File: src/rtl/bus_arbiter_pkg.sv
// Shared definitions for the IF/MEM bus arbiter: FSM state encoding,
// default access timeout, pipeline stall levels and the latched bus request.
package bus_arbiter_pkg;

  typedef enum logic [1:0] {
    ArbIdle    = 2'd0,
    ArbIfWait  = 2'd1,
    ArbMemWait = 2'd2
  } arb_state_e;

  localparam int unsigned ArbTimeout = 255;

  localparam logic        RstEnable = 1'b1;
  localparam logic        Stop      = 1'b1;
  localparam logic        NoStop    = 1'b0;
  localparam logic [31:0] ZeroWord  = 32'h0000_0000;

  // Request captured in IDLE and replayed on the bus for the whole access.
  typedef struct packed {
    logic        we;
    logic [3:0]  sel;
    logic [31:0] addr;
    logic [31:0] wdata;
  } bus_req_t;

endpackage

File: src/rtl/bus_arbiter_hold.sv
// arb_hold: result hold and response muxing for one bus client (IF or MEM).
//   clk, rst     : clock, synchronous active-high reset
//   ce           : client request level
//   done         : completion cycle of this client's bus access
//   discard      : completion is to be thrown away (aborted fetch)
//   clear        : drop any held result (flush)
//   stage_stall  : stall level of the consuming pipeline stage
//   result       : completion data (bus read data, or zero on timeout)
//   rdata        : data presented to the client
//   stallreq     : client must keep waiting
//   hold         : a completed result is parked for the client
module arb_hold
  import bus_arbiter_pkg::*;
(
  input  logic        clk,
  input  logic        rst,
  input  logic        ce,
  input  logic        done,
  input  logic        discard,
  input  logic        clear,
  input  logic        stage_stall,
  input  logic [31:0] result,
  output logic [31:0] rdata,
  output logic        stallreq,
  output logic        hold
);

  logic        hold_q, hold_d;
  logic [31:0] hold_data_q, hold_data_d;
  logic        accept;

  always_comb begin
    accept      = done & ~discard;
    hold_d      = hold_q;
    hold_data_d = hold_data_q;
    if (clear) begin
      hold_d = 1'b0;
    end else if (accept && stage_stall == Stop) begin
      hold_d      = 1'b1;
      hold_data_d = result;
    end else if (hold_q && stage_stall == NoStop) begin
      // Stage advanced on this edge, so the parked result has been consumed.
      hold_d = 1'b0;
    end
  end

  always_ff @(posedge clk) begin
    if (rst == RstEnable) begin
      hold_q      <= 1'b0;
      hold_data_q <= '0;
    end else begin
      hold_q      <= hold_d;
      hold_data_q <= hold_data_d;
    end
  end

  always_comb begin
    if (hold_q) begin
      rdata = hold_data_q;
    end else if (accept) begin
      rdata = result;
    end else begin
      rdata = ZeroWord;
    end
    stallreq = ce & ~hold_q & ~accept;
    hold     = hold_q;
  end

endmodule

File: src/rtl/bus_arbiter.sv
// bus_arbiter: shares one memory bus between instruction fetch (IF) and data
// access (MEM). MEM has priority; each access is latched in IDLE, presented on
// the bus until bus_ack or timeout, and the result is handed back (and held
// while the consuming stage is stalled). Flush discards an in-flight fetch.
//   clk, rst            : clock, synchronous active-high reset
//   stall[5:0], flush   : pipeline controller stall vector and flush
//   if_ce, if_addr      : fetch request  -> if_inst, stallreq_if
//   mem_ce/we/addr/sel/wdata : data request -> mem_rdata, stallreq_mem
//   bus_ce/we/addr/sel/wdata : bus master outputs
//   bus_rdata, bus_ack  : bus slave response
//   bus_err             : one-cycle pulse when an access times out
module bus_arbiter
  import bus_arbiter_pkg::*;
#(
  parameter int unsigned TIMEOUT = ArbTimeout
) (
  input  logic        clk,
  input  logic        rst,
  input  logic [5:0]  stall,
  input  logic        flush,
  input  logic        if_ce,
  input  logic [31:0] if_addr,
  output logic [31:0] if_inst,
  output logic        stallreq_if,
  input  logic        mem_ce,
  input  logic        mem_we,
  input  logic [31:0] mem_addr,
  input  logic [3:0]  mem_sel,
  input  logic [31:0] mem_wdata,
  output logic [31:0] mem_rdata,
  output logic        stallreq_mem,
  output logic        bus_ce,
  output logic        bus_we,
  output logic [31:0] bus_addr,
  output logic [3:0]  bus_sel,
  output logic [31:0] bus_wdata,
  input  logic [31:0] bus_rdata,
  input  logic        bus_ack,
  output logic        bus_err
);

  localparam logic [7:0] TimeoutLast = 8'(TIMEOUT - 1);

  arb_state_e  state_q, state_d;
  bus_req_t    req_q, req_d;
  logic [7:0]  cnt_q, cnt_d;
  logic        if_abort_q, if_abort_d;

  logic        in_wait, to_done, done, if_done, mem_done;
  logic [31:0] result;
  logic        if_hold, mem_hold;
  logic        unused_stall_bits;

  assign unused_stall_bits = ^{stall[5], stall[3:2], stall[0]};

  // Counter holds the number of WAIT cycles already completed, so the
  // TIMEOUT-th WAIT cycle is the one that sees TimeoutLast.
  always_comb begin
    in_wait  = (state_q != ArbIdle);
    to_done  = in_wait & ~bus_ack & (cnt_q == TimeoutLast);
    done     = in_wait & (bus_ack | to_done);
    if_done  = done & (state_q == ArbIfWait);
    mem_done = done & (state_q == ArbMemWait);
    result   = bus_ack ? bus_rdata : ZeroWord;
  end

  always_comb begin
    state_d    = state_q;
    req_d      = req_q;
    cnt_d      = cnt_q;
    if_abort_d = if_abort_q;
    unique case (state_q)
      ArbIdle: begin
        cnt_d = '0;
        if (mem_ce && !mem_hold) begin
          req_d   = '{we: mem_we, sel: mem_sel, addr: mem_addr, wdata: mem_wdata};
          state_d = ArbMemWait;
        end else if (if_ce && !if_hold) begin
          req_d   = '{we: 1'b0, sel: '1, addr: if_addr, wdata: ZeroWord};
          state_d = ArbIfWait;
          if (flush) begin
            if_abort_d = 1'b1;
          end
        end
      end
      ArbIfWait: begin
        cnt_d = cnt_q + 8'd1;
        if (done) begin
          state_d    = ArbIdle;
          cnt_d      = '0;
          if_abort_d = 1'b0;
        end else if (flush) begin
          if_abort_d = 1'b1;
        end
      end
      ArbMemWait: begin
        cnt_d = cnt_q + 8'd1;
        if (done) begin
          state_d = ArbIdle;
          cnt_d   = '0;
        end
      end
      default: begin
        state_d = ArbIdle;
      end
    endcase
  end

  always_ff @(posedge clk) begin
    if (rst == RstEnable) begin
      state_q    <= ArbIdle;
      req_q      <= '0;
      cnt_q      <= '0;
      if_abort_q <= 1'b0;
    end else begin
      state_q    <= state_d;
      req_q      <= req_d;
      cnt_q      <= cnt_d;
      if_abort_q <= if_abort_d;
    end
  end

  always_comb begin
    bus_ce    = in_wait;
    bus_we    = in_wait & req_q.we;
    bus_addr  = in_wait ? req_q.addr  : ZeroWord;
    bus_sel   = in_wait ? req_q.sel   : '0;
    bus_wdata = in_wait ? req_q.wdata : ZeroWord;
    bus_err   = to_done;
  end

  // A flush in the completion cycle itself must also discard the fetch.
  arb_hold u_if_hold (
    .clk         (clk),
    .rst         (rst),
    .ce          (if_ce),
    .done        (if_done),
    .discard     (if_abort_q | flush),
    .clear       (flush),
    .stage_stall (stall[1]),
    .result      (result),
    .rdata       (if_inst),
    .stallreq    (stallreq_if),
    .hold        (if_hold)
  );

  arb_hold u_mem_hold (
    .clk         (clk),
    .rst         (rst),
    .ce          (mem_ce),
    .done        (mem_done),
    .discard     (1'b0),
    .clear       (1'b0),
    .stage_stall (stall[4]),
    .result      (result),
    .rdata       (mem_rdata),
    .stallreq    (stallreq_mem),
    .hold        (mem_hold)
  );

endmodule

File: config.mk
export PLATFORM = sky130hd
export DESIGN_NAME = bus_arbiter
export DESIGN_NICKNAME = d
export VERILOG_FILES = /design/src/rtl/bus_arbiter_pkg.sv /design/src/rtl/bus_arbiter_hold.sv /design/src/rtl/bus_arbiter.sv
export SDC_FILE = /design/constraint.sdc
export NUM_CORES = 1
export LEC_CHECK = 0
export ABC_AREA = 1
export BUFFER_PORTS_ARGS = -buffer_cell sky130_fd_sc_hd__buf_2
export CORE_AREA = 5 5 126 128
export CTS_CLUSTER_SIZE = 24
export DETAILED_ROUTE_END_ITERATION = 16
export DIE_AREA = 0 0 131 133
export PLACE_DENSITY_LB_ADDON = 0.2
export SLEW_MARGIN = 20
export SYNTH_ARGS = -nofsm -noshare
export SYNTH_HDL_FRONTEND = slang
export SYNTH_SLANG_ARGS = --single-unit
File: constraint.sdc
create_clock -name clk -period 3.8 [get_ports clk]
set_clock_uncertainty 0.1 [all_clocks]
set_input_delay 0.76 -clock clk [delete_from_list [all_inputs] [get_ports clk]]
set_output_delay 0.76 -clock clk [all_outputs]
set_load 0.02 [all_outputs]
# Word level (Yosys, flattened, before mapping)
# Cells that the tools add are included.
dict set report totals {
  mem_bits_rw 0
  rom_bits 0
  out_inout_bits 137
  register_bits 146
  word_cells 87
  latch_bits 0
  mem_count 0
}
dict set report op_classes {
  reduce_logical 21
  n_bitwise 22
  eq_ne 7
  n_lt_le_gt_ge 0
  shifts 0
  n_addsub 1
  mux 25
  n_div 0
  n_mul 0
}
# cell n
set op_table {}
lappend op_table {{2-to-1 mux 32 bit} 7}
lappend op_table {{2-to-1 mux 69 bit} 2}
lappend op_table {{one-hot mux 8 bit (2 select lines)} 1}
lappend op_table {{nonzero test 2 bit} 6}
lappend op_table {{AND 1 bit} 11}
lappend op_table {{NOT 1 bit} 9}
lappend op_table {{adder 8 x 1 -> 8 bit (second input constant)} 1}
lappend op_table {{== test 8 bit (second input constant)} 1}
lappend op_table {{2-to-1 mux 1 bit} 8}
lappend op_table {{2-to-1 mux 8 bit} 1}
lappend op_table {{logical AND 1 bit} 6}
lappend op_table {{2-to-1 mux 2 bit} 3}
lappend op_table {{AND reduction 2 bit} 3}
lappend op_table {{2-to-1 mux 4 bit} 1}
lappend op_table {{!= test 2 bit (second input constant)} 2}
lappend op_table {{one-hot mux 2 bit (2 select lines)} 1}
lappend op_table {{OR reduction 2 bit} 2}
lappend op_table {{!= test 3 bit (second input constant)} 1}
lappend op_table {{AND reduction 3 bit} 1}
lappend op_table {{== test 2 x 1 -> 1 bit (second input constant)} 1}
lappend op_table {{== test 2 bit (second input constant)} 1}
lappend op_table {{logical NOT 1 bit} 2}
lappend op_table {{logical NOT 2 bit} 1}
lappend op_table {{!= test 2 x 1 -> 1 bit (second input constant)} 1}
lappend op_table {{other kinds (2)} 3}

# Longest topological paths before layout
dict set report logic_depth {
  depth_word 9
  ltp_mapped 13
}

# Cells and area by module
# From an unflattened synthesis, not the netlist that was laid out.
dict set report hier_totals {
  cells_unflattened 1301
  hier_area_um2 7947.6
}
# mod area_per_inst_um2 cells_each n_inst
set by_module_without_submodules {}
lappend by_module_without_submodules {bus_arbiter 4081.4 649 1}
lappend by_module_without_submodules {arb_hold 1933.1 326 2}

# Least setup slack after synthesis
# Ideal clock, no wire load.
dict set report synth_path {
  kind {input -> output}
  start {input port bus_ack}
  end {output port if_inst[10]}
  n_path_buf 2
  t_required_ns 2.940
  stages 7
  arrival_ns 1.965
  path_slack_ns 0.975
  cell_sequence {clkbuf_1 -> nor2_1 -> nand3_2 -> nand2_4 -> nand3_1 -> buf_2 -> o22ai_1}
}
dict set report synth_between {
  elab_chain_len 9
}
# element line
set synth_lines {}
lappend synth_lines {{start, declared} bus_arbiter.sv:38} ;# input logic bus_ack,
lappend synth_lines {{NOT 1 bit} bus_arbiter.sv:60} ;# to_done = in_wait & ~bus_ack & (cnt_q == TimeoutLast);
lappend synth_lines {{AND 1 bit (2 in a row)} bus_arbiter.sv:60}
lappend synth_lines {{OR 1 bit} bus_arbiter.sv:61} ;# done = in_wait & (bus_ack | to_done);
lappend synth_lines {{AND 1 bit} bus_arbiter.sv:61}
lappend synth_lines {{AND 1 bit} bus_arbiter.sv:62} ;# if_done = done & (state_q == ArbIfWait);
lappend synth_lines {{AND 1 bit} bus_arbiter_hold.sv:33} ;# accept = done & ~discard;
lappend synth_lines {{2-to-1 mux 32 bit (*)} bus_arbiter_hold.sv:60} ;# end else if (accept) begin
lappend synth_lines {{2-to-1 mux 32 bit (*)} bus_arbiter_hold.sv:58} ;# if (hold_q) begin
lappend synth_lines {{end, declared} bus_arbiter.sv:23} ;# output logic [31:0] if_inst,
# Every way passes the cells marked *; elsewhere a longest branch is shown, timed or not.

# Worst setup path after layout
dict set report layout_path {
  start {register state_q[0]}
  end {output port mem_rdata[5]}
}
dict set report layout_between {
  elab_chain_len 8
}
# element line
set layout_lines {}
lappend layout_lines {{start, declared} bus_arbiter.sv:44} ;# arb_state_e state_q, state_d;
lappend layout_lines {{start signal, assigned} bus_arbiter.sv:111} ;# state_q <= ArbIdle;
lappend layout_lines {{start signal, assigned} bus_arbiter.sv:116} ;# state_q <= state_d;
lappend layout_lines {{nonzero test 2 bit} bus_arbiter.sv:59} ;# in_wait = (state_q != ArbIdle);
lappend layout_lines {{AND 1 bit (2 in a row)} bus_arbiter.sv:60}
lappend layout_lines {{OR 1 bit} bus_arbiter.sv:61}
lappend layout_lines {{AND 1 bit} bus_arbiter.sv:61}
lappend layout_lines {{AND 1 bit (*)} bus_arbiter.sv:63} ;# mem_done = done & (state_q == ArbMemWait);
lappend layout_lines {{2-to-1 mux 32 bit (*)} bus_arbiter_hold.sv:60}
lappend layout_lines {{2-to-1 mux 32 bit (*)} bus_arbiter_hold.sv:58}
lappend layout_lines {{end, declared} bus_arbiter.sv:30} ;# output logic [31:0] mem_rdata,
# Marked as above.

==> metrics.yaml <==
yosys:
  yosysSeqAreaShare_pct: 37.67
  async_reset_ff_share_pct: 0
  synth_edf_count: 0
  yosys_warnings: 0
  synth_top_area_share_pct: 37.67
  synth-seq-cells: 146
  synth_area_leaders: "dfxtp_1, nand2_1, inv_1, nor2_1, nand3_1"
  synth_area_per_cell_um2: 6.262
  synth_cells: 1239
  synth_cell_types: 32
  synth_most_common_cell: "nand2_1"
  yosys.area.top_type: "dfxtp_1"
  syn_area_um2: 7759
  synthTopCellsByCount: "nand2_1, inv_1, nor2_1, dfxtp_1, nand3_1"
  synth_top_flop_cell: "dfxtp_1"
  syn_nets: 1390
setup_path:
  crit_path_start_kind: "flop"
  r2r-end: "req_q[49]$_SDFFE_PP0P_"
  cp_num_buf_inv: 4
  cp.depth: 11
  arrival_ns: 2.49
  critPathTopFamily: "buffers and inverters"
  path_cells: "inv_1 > ha_2 > nor2_1 > nand3_2 > nand2_4 > nand2_4 > inv_1 > buf_4 > nand3_1 > o21ai_0 > buf_2"
  crit_path_top_delay_cell: "dfxtp_1"
  cpPeakStageDelay_ns: 0.37
  reg2reg_depth: 8
  reg2reg_setup_slack_ns: 0.77
  crit_fanout: 23
  end_kind: "output pin"
  critPathRequiredTime_ns: 2.94
  critical_path_class: "flop to output pin"
  worstReg2RegStart: "state_q[0]$_SDFFE_PP0P_"
finish:
  syn_to_final_growth_pct: 26.14
  nets: 1618
  stdcell_count: 1667
  fin_area_um2: 9787
  drive_gt1_share_pct: 24.44
  multiInputGateArea_um2: 3603
  fillers: 1426
  final_util_pct: 66.34
  seq_area_um2: 2923
place:
  gp_congestion: 0.8617
  hpwl_um: 15120
  placedCellCount: 1636
  place_ws_ns: 0.7484
  place_area_um2: 9111
  port_buffers: 277
floorplanning:
  io_pins: 282
  start_util_pct: 52.60
  core_um2: 14750
  dieWidth_um: 131
  die-area_um2: 17420
  rows: 45
  die_height_um: 133
route:
  drcViolationCount: 0
  drtIter0Drc: 511
  ant_nets: 0
  vias: 8113
  post_drt_wl_per_cell_um: 13.28
  viasPerCell: 4.867
  dr.pass1.iters: 5
  totalWireLength_um: 22140
pwr:
  powerDensity_nw_per_um2: 436.2
  p_leak_nw: 5.153
  ir_drop_mv: 0.3117
  p_total_mw: 4.269
run_status:
  status: "finished clean"
clocking:
  cts_root_buf: "clkbuf_16"
  hold_buffers: 0
  cts_buffers: 17
  post_cts_buffers: 0
  clk_pin_slew_worst_paths_ns: 0.06
  clk_path_buf_depth: 2
  cts_resized: 0
  tritoncts: "built"
  cts_sinks: 146
  insertion_delay_ns: 0.42
  cts_max_level: 4
global_routing:
  grt_max_degree: 70
  grt_pass1_wl_um: 34930
  antenna_found_initial: 2
  grt_use_met2_pct: 40.46
  grt.total_usage_pct: 24.81
  grt.busiest_layer: "met2"
  grtUsageMet1_pct: 29.96
  use_met3_pct: 6.500
  grt_pass1_vias: 7425
  overflow: 0
timing:
  worst_slack_ns: 0.4463
  whs_ns: 0.3539
  tightest_slew_ns: 0.8871
  period_needed_ns: 3.354
  rsz0062_at_grt: "false"
  hold_viol: 0
  finalSetupTns_ns: 0
  fin_crit_sh_pct: 88.26
  report.final.slew_viol_count: 0
  setup_violations: 0
  relSlewSlack_pct: 40.77
  max_freq_mhz: 298.2
hold_path:
  min_from: "req_q[64]$_SDFFE_PP0P_"
  min_to: "req_q[64]$_SDFFE_PP0P_"
  hold_path_depth: 2
  hold_class: "flop to flop"
job:
  drv_cap: 0
==> layout make-up <==
type,count,area share [%]
Sequential cell,146,29.86
Clock inverter,9,2.084
Timing Repair Buffer,291,15.49
Antenna cell,2,0.05114
Tap cell,188,2.403
Inverter,222,8.514
Clock buffer,20,4.769
Multi-Input combinational cell,789,36.82
==> state kept, by name, indices dropped and copies added (netlist names) <==
name / count
u_mem_hold.hold_data_q: 32
state_q: 2
u_if_hold.hold_data_q: 32
cnt_q: 8
req_q: 69
u_if_hold.hold: 1
if_abort_q: 1
u_mem_hold.hold: 1
==> power breakdown <==
part | switching [mW] | internal (mW) | total [mW]
registers | 0.0449 | 1.63 | 1.67
logic | 0.459 | 0.226 | 0.685
clock network | 0.638 | 1.27 | 1.91
==> cell families (layout without fill, tap and decap cells) <==
logic type      after synthesis  count (layout)  synth area share [%]
xor+xnor                      4               4                0.4516
buf+inv                     304             542                 15.92
flops                       146             146                 37.67
compound gates              187             187                 13.38
other cells                   0               2                     0
simple gates                592             592                 31.61
fa+ha+maj                     6               6                0.9676
==> how the worst max path moves through the flow <==
| stage | start | end |
|---|---|---|
| 2_1_floorplan | bus_ack | if_inst[10] |
| 3_3_place_gp | state_q[1]$_SDFFE_PP0P_ | req_q[46]$_SDFFE_PP0P_ |
| 3_5_place_dp | state_q[0]$_SDFFE_PP0P_ | req_q[49]$_SDFFE_PP0P_ |
| 4_1_cts | state_q[0]$_SDFFE_PP0P_ | mem_rdata[3] |
| 5_1_grt | state_q[1]$_SDFFE_PP0P_ | mem_rdata[3] |
| 6_report | state_q[0]$_SDFFE_PP0P_ | mem_rdata[5] |
==> layout by cell type (no fill, tap or decap), types with 2 or more instances in the layout <==
cell type   instances
inv_1             216
clkbuf_8            3
nand2_2             2
nor2_2             24
o21bai_1            6
nand3_1            69
o21ai_0            60
buf_2             277
buf_12              2
o22ai_1            33
nor2_4              2
a31oi_1            32
inv_2               6
nand2_4             2
buf_4              12
a21oi_1            43
clkbuf_16          17
diode_2             2
bufinv_16           6
dfxtp_1           146
clkinvlp_4          2
xor2_1              3
o21ai_1            11
ha_1                5
nor2_1            151
nand2_1           336
==> worst reg2reg max path: stages (launching register included) <==
cell and delay [ns]:
dfxtp_1 0.33, inv_1 0.09, ha_2 0.35, buf_4 0.60
a21oi_2 0.12, buf_4 0.28, inv_2 0.70, o21ai_0 0.19
a31oi_1 0.19
==> layer usage <==
metal / vias up / routed length (µm)
met2: 294 / 10660
met4: 0 / 789
li1: 4227 / -
met1: 3537 / 9033
met5: - / 0
met3: 55 / 1655
Power figures use the tool's default switching activity.
